===== src/rtl/cpu_pkg.sv =====
// Shared CPU front-end types: fetch exception codes, the nop encoding and the
// per-entry record carried from fetch to decode.
package cpu_pkg;

    localparam logic [4:0]  EXC_NONE  = 5'd0;
    localparam logic [4:0]  EXC_ADEL  = 5'd4;
    localparam logic [31:0] INSTR_NOP = 32'h0;

    typedef struct packed {
        logic [31:0] pc;
        logic [31:0] instr;
        logic [4:0]  exc;
        logic        bd;
    } fetch_entry_t;

    // An excepting fetch must never reach decode as a real opcode.
    function automatic logic [31:0] decode_instr(input fetch_entry_t e);
        return (e.exc != EXC_NONE) ? INSTR_NOP : e.instr;
    endfunction

endpackage


===== src/rtl/fetch_buffer_mem.sv =====
// DEPTH x fetch_entry_t register array: one synchronous write port, one
// asynchronous read port. Contents are deliberately not reset.
module fetch_buffer_mem
    import cpu_pkg::*;
#(
    parameter int unsigned DEPTH = 4,
    localparam int unsigned PTR_W = $clog2(DEPTH)
) (
    input  logic               clk,
    input  logic               we,
    input  logic [PTR_W-1:0]   waddr,
    input  fetch_entry_t       wdata,
    input  logic [PTR_W-1:0]   raddr,
    output fetch_entry_t       rdata
);

    fetch_entry_t mem [DEPTH];

    always_ff @(posedge clk) begin
        if (we) begin
            mem[waddr] <= wdata;
        end
    end

    assign rdata = mem[raddr];

endmodule


===== src/rtl/fetch_buffer.sv =====
// Fetch-to-decode instruction queue with single-edge redirect flush.
// Optional zero-latency empty-queue bypass: define FETCH_BUF_BYPASS_EN.
module fetch_buffer
    import cpu_pkg::*;
#(
    parameter int unsigned DEPTH = 4,
    localparam int unsigned PTR_W = $clog2(DEPTH)
) (
    input  logic             clk,
    input  logic             reset,
    input  logic             f_valid,
    output logic             f_ready,
    input  logic [31:0]      f_pc,
    input  logic [31:0]      f_instr,
    input  logic [4:0]       f_exc,
    input  logic             f_bd,
    output logic             d_valid,
    input  logic             d_ready,
    output logic [31:0]      d_pc,
    output logic [31:0]      d_instr,
    output logic [4:0]       d_exc,
    output logic             d_bd,
    input  logic             flush,
    output logic [PTR_W:0]   count
);

    localparam logic [PTR_W:0] FULL_CNT = (PTR_W + 1)'(DEPTH);

    logic [PTR_W-1:0] rd_ptr;
    logic [PTR_W-1:0] wr_ptr;
    logic [PTR_W:0]   cnt;

    logic         q_valid;
    logic         push;
    logic         pop;
    fetch_entry_t f_entry;
    fetch_entry_t rd_entry;
    fetch_entry_t head;

    assign f_entry = '{pc: f_pc, instr: f_instr, exc: f_exc, bd: f_bd};
    assign q_valid = (cnt != '0);
    assign f_ready = (cnt != FULL_CNT);
    assign pop     = q_valid & d_ready & ~flush;

`ifdef FETCH_BUF_BYPASS_EN
    logic bypass;

    // Empty queue: present the fetch entry directly; if decode takes it, skip the write.
    assign bypass  = ~q_valid & f_valid & ~flush;
    assign d_valid = q_valid | bypass;
    assign head    = q_valid ? rd_entry : f_entry;
    assign push    = f_valid & f_ready & ~flush & ~(bypass & d_ready);
`else
    assign d_valid = q_valid;
    assign head    = rd_entry;
    assign push    = f_valid & f_ready & ~flush;
`endif

    fetch_buffer_mem #(
        .DEPTH (DEPTH)
    ) u_mem (
        .clk   (clk),
        .we    (push),
        .waddr (wr_ptr),
        .wdata (f_entry),
        .raddr (rd_ptr),
        .rdata (rd_entry)
    );

    always_comb begin
        d_pc    = 32'h0;
        d_instr = INSTR_NOP;
        d_exc   = EXC_NONE;
        d_bd    = 1'b0;
        if (d_valid) begin
            d_pc    = head.pc;
            d_instr = decode_instr(head);
            d_exc   = head.exc;
            d_bd    = head.bd;
        end
    end

    always_ff @(posedge clk or posedge reset) begin
        if (reset) begin
            rd_ptr <= '0;
            wr_ptr <= '0;
            cnt    <= '0;
        end else if (flush) begin
            rd_ptr <= '0;
            wr_ptr <= '0;
            cnt    <= '0;
        end else begin
            if (push) begin
                wr_ptr <= wr_ptr + 1'b1;
            end
            if (pop) begin
                rd_ptr <= rd_ptr + 1'b1;
            end
            unique case ({push, pop})
                2'b10:   cnt <= cnt + 1'b1;
                2'b01:   cnt <= cnt - 1'b1;
                default: cnt <= cnt;
            endcase
        end
    end

    assign count = cnt;

endmodule

===== config.mk =====
export PLATFORM = sky130hd
export DESIGN_NAME = fetch_buffer
export DESIGN_NICKNAME = d
export VERILOG_FILES = /design/src/rtl/cpu_pkg.sv /design/src/rtl/fetch_buffer_mem.sv /design/src/rtl/fetch_buffer.sv
export SDC_FILE = /design/constraint.sdc
export NUM_CORES = 1
export LEC_CHECK = 0
export ABC_AREA = 1
export CORE_ASPECT_RATIO = 0.7
export CORE_UTILIZATION = 52
export DETAILED_ROUTE_END_ITERATION = 6
export DONT_BUFFER_PORTS = 1
export PLACE_DENSITY = 0.76
export SYNTH_ARGS = -nofsm -noshare
export SYNTH_HDL_FRONTEND = slang
export SYNTH_HIERARCHICAL = 1
export SYNTH_SLANG_ARGS = --single-unit

===== constraint.sdc =====
create_clock -name clk -period 6.5 [get_ports clk]
set_input_delay 0.65 -clock clk [delete_from_list [all_inputs] [get_ports clk]]
set_output_delay 0.65 -clock clk [all_outputs]
set_load 0.01 [all_outputs]

=== Word level (Yosys, flattened, before mapping) ===
Memories as Yosys holds them, arrays and structs flattened.
Index checks and enable logic that the tools add are counted.

* Flip-flop bits (word level): 7
* RAM bits: 280
* Input port bits: 75
* Output and inout port bits: 75
* Memories: 1

{| class="wikitable"
|+ Memories
! memory !! words !! bits a word !! rd ports !! clocked after Yosys merged registers in !! wr ports !! line !! source
|-
| u_mem.mem || 4 || 70 || 1 || 0 || 1 || fetch_buffer_mem.sv:17 || <nowiki>fetch_entry_t mem [DEPTH];</nowiki>
|}

* Add/sub/neg operators: 4
* Equality and inequality tests: 3
* Mux-type cells: 13
* Bitwise logic cells: 5
* Reductions and logical operators: 5

{| class="wikitable"
|+ Operator list
! cell !! number
|-
| $mux 32 || 3
|-
| $mux 2 || 4
|-
| $pmux 3 s2 || 1
|-
| $reduce_bool 3->1 || 2
|-
| $mux 5 || 1
|-
| $reduce_bool 5->1 || 1
|-
| $add 2x1->2 const B || 2
|-
| $and 1x1->1 || 4
|-
| $reduce_bool 2->1 || 2
|-
| $add 3x1->3 const B || 1
|-
| $mux 1 || 3
|-
| $mux 3 || 1
|-
| $ne 3x3->1 const B || 1
|-
| $sub 3x1->3 const B || 1
|-
| $eq 2x1->1 const B || 1
|-
| $eq 2x2->1 const B || 1
|-
| $not 1->1 || 1
|}

=== Longest topological paths before layout ===
* Depth after elaboration: 6
* Mapped depth: 12
* Depth with buffers taken out: 12

=== Cells and area by module ===
Netlist, hierarchy kept.

{| class="wikitable"
|+ By module, submodules not included
! module !! instances !! cells each !! area an instance (µm²)
|-
| fetch_buffer_mem || 1 || 1,105 || 11,813.8
|-
| fetch_buffer || 1 || 205 || 1,028.5
|}

=== Worst setup path after synthesis ===
Ideal clock, no wire load.

* Path kind: reg2reg
* From: reg cnt[0] (netlist: count[0])
* To: mem u_mem/mem[0][0] (netlist name) (enable)
* Library setup time: 584 ps
* Arrival: 5,651 ps
* Required time: 5,916 ps
* Slack: 264 ps
* Stages on the path, launching flop included: 7
* Buffers on the path: 0
* Clock period less this slack: 6,236 ps
* Path through: dfrtp_1 -> nor2_4 -> nand2_2 -> nand2_4 -> nor2_1 -> inv_1 -> nor3_1

* Word-level cells in the longest chain between the ends: 5

{| class="wikitable"
|+ Ends and longest elaborated chain
! item !! line !! source
|-
| from (decl) || fetch_buffer.sv:31 || <nowiki>logic [PTR_W:0] cnt;</nowiki>
|-
| from (signal assigned) || fetch_buffer.sv:100 || <nowiki>2'b10: cnt <= cnt + 1'b1;</nowiki>
|-
| from (signal assigned) || fetch_buffer.sv:101 || <nowiki>2'b01: cnt <= cnt - 1'b1;</nowiki>
|-
| from (signal assigned) || fetch_buffer.sv:102 || <nowiki>default: cnt <= cnt;</nowiki>
|-
| $ne 3x3->1 || fetch_buffer.sv:42 || <nowiki>assign f_ready = (cnt != FULL_CNT);</nowiki>
|-
| named net f_ready || fetch_buffer.sv:12 || <nowiki>output logic f_ready,</nowiki>
|-
| $and 1x1->1 (2 in a row) || fetch_buffer.sv:56 || <nowiki>assign push = f_valid & f_ready & ~flush;</nowiki>
|-
| named net push || fetch_buffer.sv:34 || <nowiki>logic push;</nowiki>
|-
| $mux 1 || fetch_buffer_mem.sv:20 || <nowiki>if (we) begin</nowiki>
|-
| $mux 1 (implied by the code) || fetch_buffer_mem.sv:21 || <nowiki>mem[waddr] <= wdata;</nowiki>
|-
| to (decl) || fetch_buffer_mem.sv:17 ||
|}

The timed path passes the listed nets, and every way through them passes these cells.

==> flow_summary_export.csv <==
group,metric,value,unit
floorplanning,core,23900,sq um
placement,hpwl,14.4,mm
grt,grt_max_degree,86,
logic_synthesis,synth.cell_area,12800,sq um
setup_path,slowest_stage,"dfrtp_4",
sta,fin_crit_sh,60.4,%
placement,placed_area,13000,sq um
grt,antenna_found_initial,0,
setup_path,setup.worst_path.start,"rd_ptr[0]$_DFFE_PP0P_",
placement,gp_congestion,0.752,
setup_path,path_max_fanout,85,
setup_path,endpoint_kind,"primary output",
power_and_ir_drop,total_leakage_power,6.30,nW
sta,max-slew-margin-rel,29.5,%
setup_path,endpoint,"d_instr[18]",
setup_path,critPathKind,"reg -> out",
sta,tightest_slew,1060,ps
routing,ant_nets,0,
cts,cts_setup_buffers,0,
setup_path,path_buf_inv,3,
placement,pre_cts_ws,3050,ps
routing,met3WireLength,1.87,mm
power_and_ir_drop,powerDensity,345,nW/um^2
sta,fin_skew,15.9,ps
setup_path,regToRegEndpoint,"u_mem/mem[1][40]$_DFFE_PP_",
sta,rsz0062_at_grt,"no",
final_layout,final_area,13900,sq um
sta,clock.fmax,0.255,GHz
logic_synthesis,synthDistinctLibCells,23,
routing,wl_met2,12.0,mm
grt,grt_pass1_vias,7603,
setup_path,r2r_cells,8,
logic_synthesis,yosys_warnings,6,
final_layout,drive_gt1_share,5.25,%
setup_path,rrSetupSlack,3870,ps
routing,met1_length,10.9,mm
cts,cts-resized-gates,0,
routing,drt_drc_violations_left,0,
cts,clk_path_buf_depth,3,
placement,numPortBuffers,0,
power_and_ir_drop,clockPowerShare,33.4,%
sta,fin_ws,2580,ps
cts,insertion_delay,530,ps
power_and_ir_drop,ir_worst_vdd,0.000244,V
setup_path,worstPathRequired,5850,ps
setup_path,r2r-start,"count[0]$_DFFE_PP0P_",
final_layout,nNetsFinal,1371,
routing,viasPerCell,4.87,
sta,slew_violations,0,
setup_path,cpPeakStageDelay,850,ps
power_and_ir_drop,p_int,0.00332,W
setup_path,crit_family,"buffers and inverters",
routing,top_layer_used,"met4",
grt,track_usage,20.4,%
setup_path,cp.depth,8,
setup_path,crit_arrival,3270,ps
final_layout,utilization,58.1,%
routing,wl_per_cell,15.5,um
sta,post-route-min-period,3920,ps
floorplanning,fp-row-count,47,
floorplanning,die-width,190,um
setup_path,worstPathCellList,"buf_4 -> nand2_1 -> nand3_1 -> nand2_1 -> inv_1 -> nand3_1 -> buf_4 -> nor2_1",
logic_synthesis,synth_fp_nets,1386,
floorplanning,initial_utilization,53.7,%
sta,timing.final.hold_violations,0,
logic_synthesis,synth_cells,1310,
power_and_ir_drop,p_switching,0.00148,W
power_and_ir_drop,switching_share,30.9,%
power_and_ir_drop,power_frac_seq,45.5,%
cts,htree_levels,1,
run,cap_violations,0,
routing,drt_pre_antenna_iters,5,
routing,routed_wl,25.3,mm
final_layout,n_antenna_cell,0,
floorplanning,num_io_pins,150,
power_and_ir_drop,share_comb_of_total_power,21.2,%
logic_synthesis,syn_avg_cell_area,9.80,sq um
cts,cts.reportedPaths.clkPinSlew,70,ps
logic_synthesis,synth-seq-cells,287,
cts,clkSinkCount,287,
setup_path,startpoint_type,"flop",
floorplanning,dieHeight,133,um
sta,setup_tns,0,ps
sta,timing.hold.ws,214,ps
grt,gr-total-overflow,0,
logic_synthesis,synth_seq_area_share,66.8,%
final_layout,area_delta_synth_final,8.23,%
routing,first_iter_violations,506,
hold_path,min-delay-path-class,"in -> reg",
final_layout,fillers,1918,
routing,vias,7955,
sta,setup_viol,0,
outcome,status,"completed",
cts,numCtsBuffers,27,
cts,cts_tree,"done",
floorplanning,dieArea,25300,sq um
grt,grt_pass1_wl,39.8,mm
cts,root_buffer,"clkbuf_16",
[layout make-up]
type | instances | area [sq um] | share of cell area (%)
repair buffers | 12 | 92.6 | 0.666
flip-flops and latches | 287 | 8590 | 61.8
multi-input cells | 635 | 2670 | 19.2
clock inverters | 19 | 215 | 1.55
inverters | 332 | 1250 | 8.98
well taps | 318 | 398 | 2.86
clock buffers | 30 | 687 | 4.94
[how the worst min path moves through the flow]
stage	cells after the start	to	startpoint	slack, ps
2_1_floorplan	1	count[0]$_DFFE_PP0P_	reset	450
3_3_place_gp	1	count[0]$_DFFE_PP0P_	reset	500
3_5_place_dp	1	count[1]$_DFFE_PP0P_	reset	500
4_1_cts	0	u_mem/mem[3][33]$_DFFE_PP_	f_instr[27]	190
5_1_grt	0	u_mem/mem[3][33]$_DFFE_PP_	f_instr[27]	190
6_report	0	u_mem/mem[3][24]$_DFFE_PP_	f_instr[18]	210
[cell usage after synthesis]
library cell  count  area share, %
clkbuf_1          7           0.20
nand3b_1          1          0.058
nand2_4           1          0.088
nand3_1         144            5.6
nor2_1           74            2.2
buf_4             2           0.12
nor2_4            2           0.18
inv_1           327            9.6
a21oi_1           3           0.12
dfrtp_1           7            1.4
buf_2            30            1.2
nand2_2           5           0.24
inv_2             4           0.12
inv_4             1          0.049
edfxtp_1        280             65
buf_1             3          0.088
a21oi_4           1           0.13
buf_6            14            1.2
fa_1              1           0.16
o21ai_0           3           0.12
xnor2_1           1          0.068
nand2_1         394             12
nor3_1            5           0.19
[registers in the layout (all words and copies together), names as in the netlist]
name / cells
rd_ptr: 2
u_mem/mem: 280
wr_ptr: 2
count: 3
[power groups by stage]
| stage | clock network, W | logic [W] | registers [W] |
|---|---|---|---|
| floorplan | 0 | 0.000899 | 0.00219 |
| global placement | 0 | 0.00101 | 0.00222 |
| detailed placement | 0 | 0.00103 | 0.00222 |
| CTS | 0.00164 | 0.00103 | 0.00219 |
| global route | 0.00171 | 0.00116 | 0.00219 |
| finish | 0.00160 | 0.00102 | 0.00218 |
[routing by layer]
| metal | GRT usage (%) | vias to the layer above |
|---|---|---|
| met1 | 26.3 | 3723 |
| li1 | - | 3980 |
| met3 | 5.32 | 35 |
| met5 | 0 | - |
| met2 | 34.1 | 217 |
| met4 | 5.56 | 0 |
[logic make-up after synthesis]
| logic type | synth area share [%] |
|---|---|
| buffers and inverters | 12.5 |
| and+or+nand+nor | 20.1 |
| AOI/OAI and AO/OA | 0.360 |
| adders and majority gates | 0.156 |
| DFF | 66.8 |
| xor gates and xnor gates | 0.0682 |
[worst reg2reg max path, stage by stage, from the launching register on]
cell and delay, ps:
dfrtp_1 540, nor2_4 100, nand2_2 140, nand2_4 90
nor2_1 90, inv_1 110, nor3_2 120, buf_4 340
buf_4 690
[cell usage in the layout, fill, tap and decap left out, types with 2 or more instances in the layout]
cell type     n
o21ai_0       3
clkinv_2      4
nor2_4        2
dfrtp_1       5
clkbuf_16    27
clkbuf_1      3
buf_4        11
nand2_1     394
nand3_1     144
a21oi_1       3
edfxtp_1    280
nand2_2       5
inv_2         4
nor3_2        4
inv_1       327
clkinv_1      8
bufinv_16     5
nor2_1       74
clkinvlp_4    2
[per-stage QoR]
stage	std cells	total power (W)
finish	1633	0.00480
global route	1633	0.00506
CTS	1633	0.00486
detailed placement	1583	0.00325
global placement	1583	0.00323
floorplan	1310	0.00309
[repair_timing]
action	in CTS	in global routing
setup endpoints to repair	0	0
hold endpoints to repair	7	0
hold buffers	1	0
Note: power is estimated with default switching activity, not from simulation.
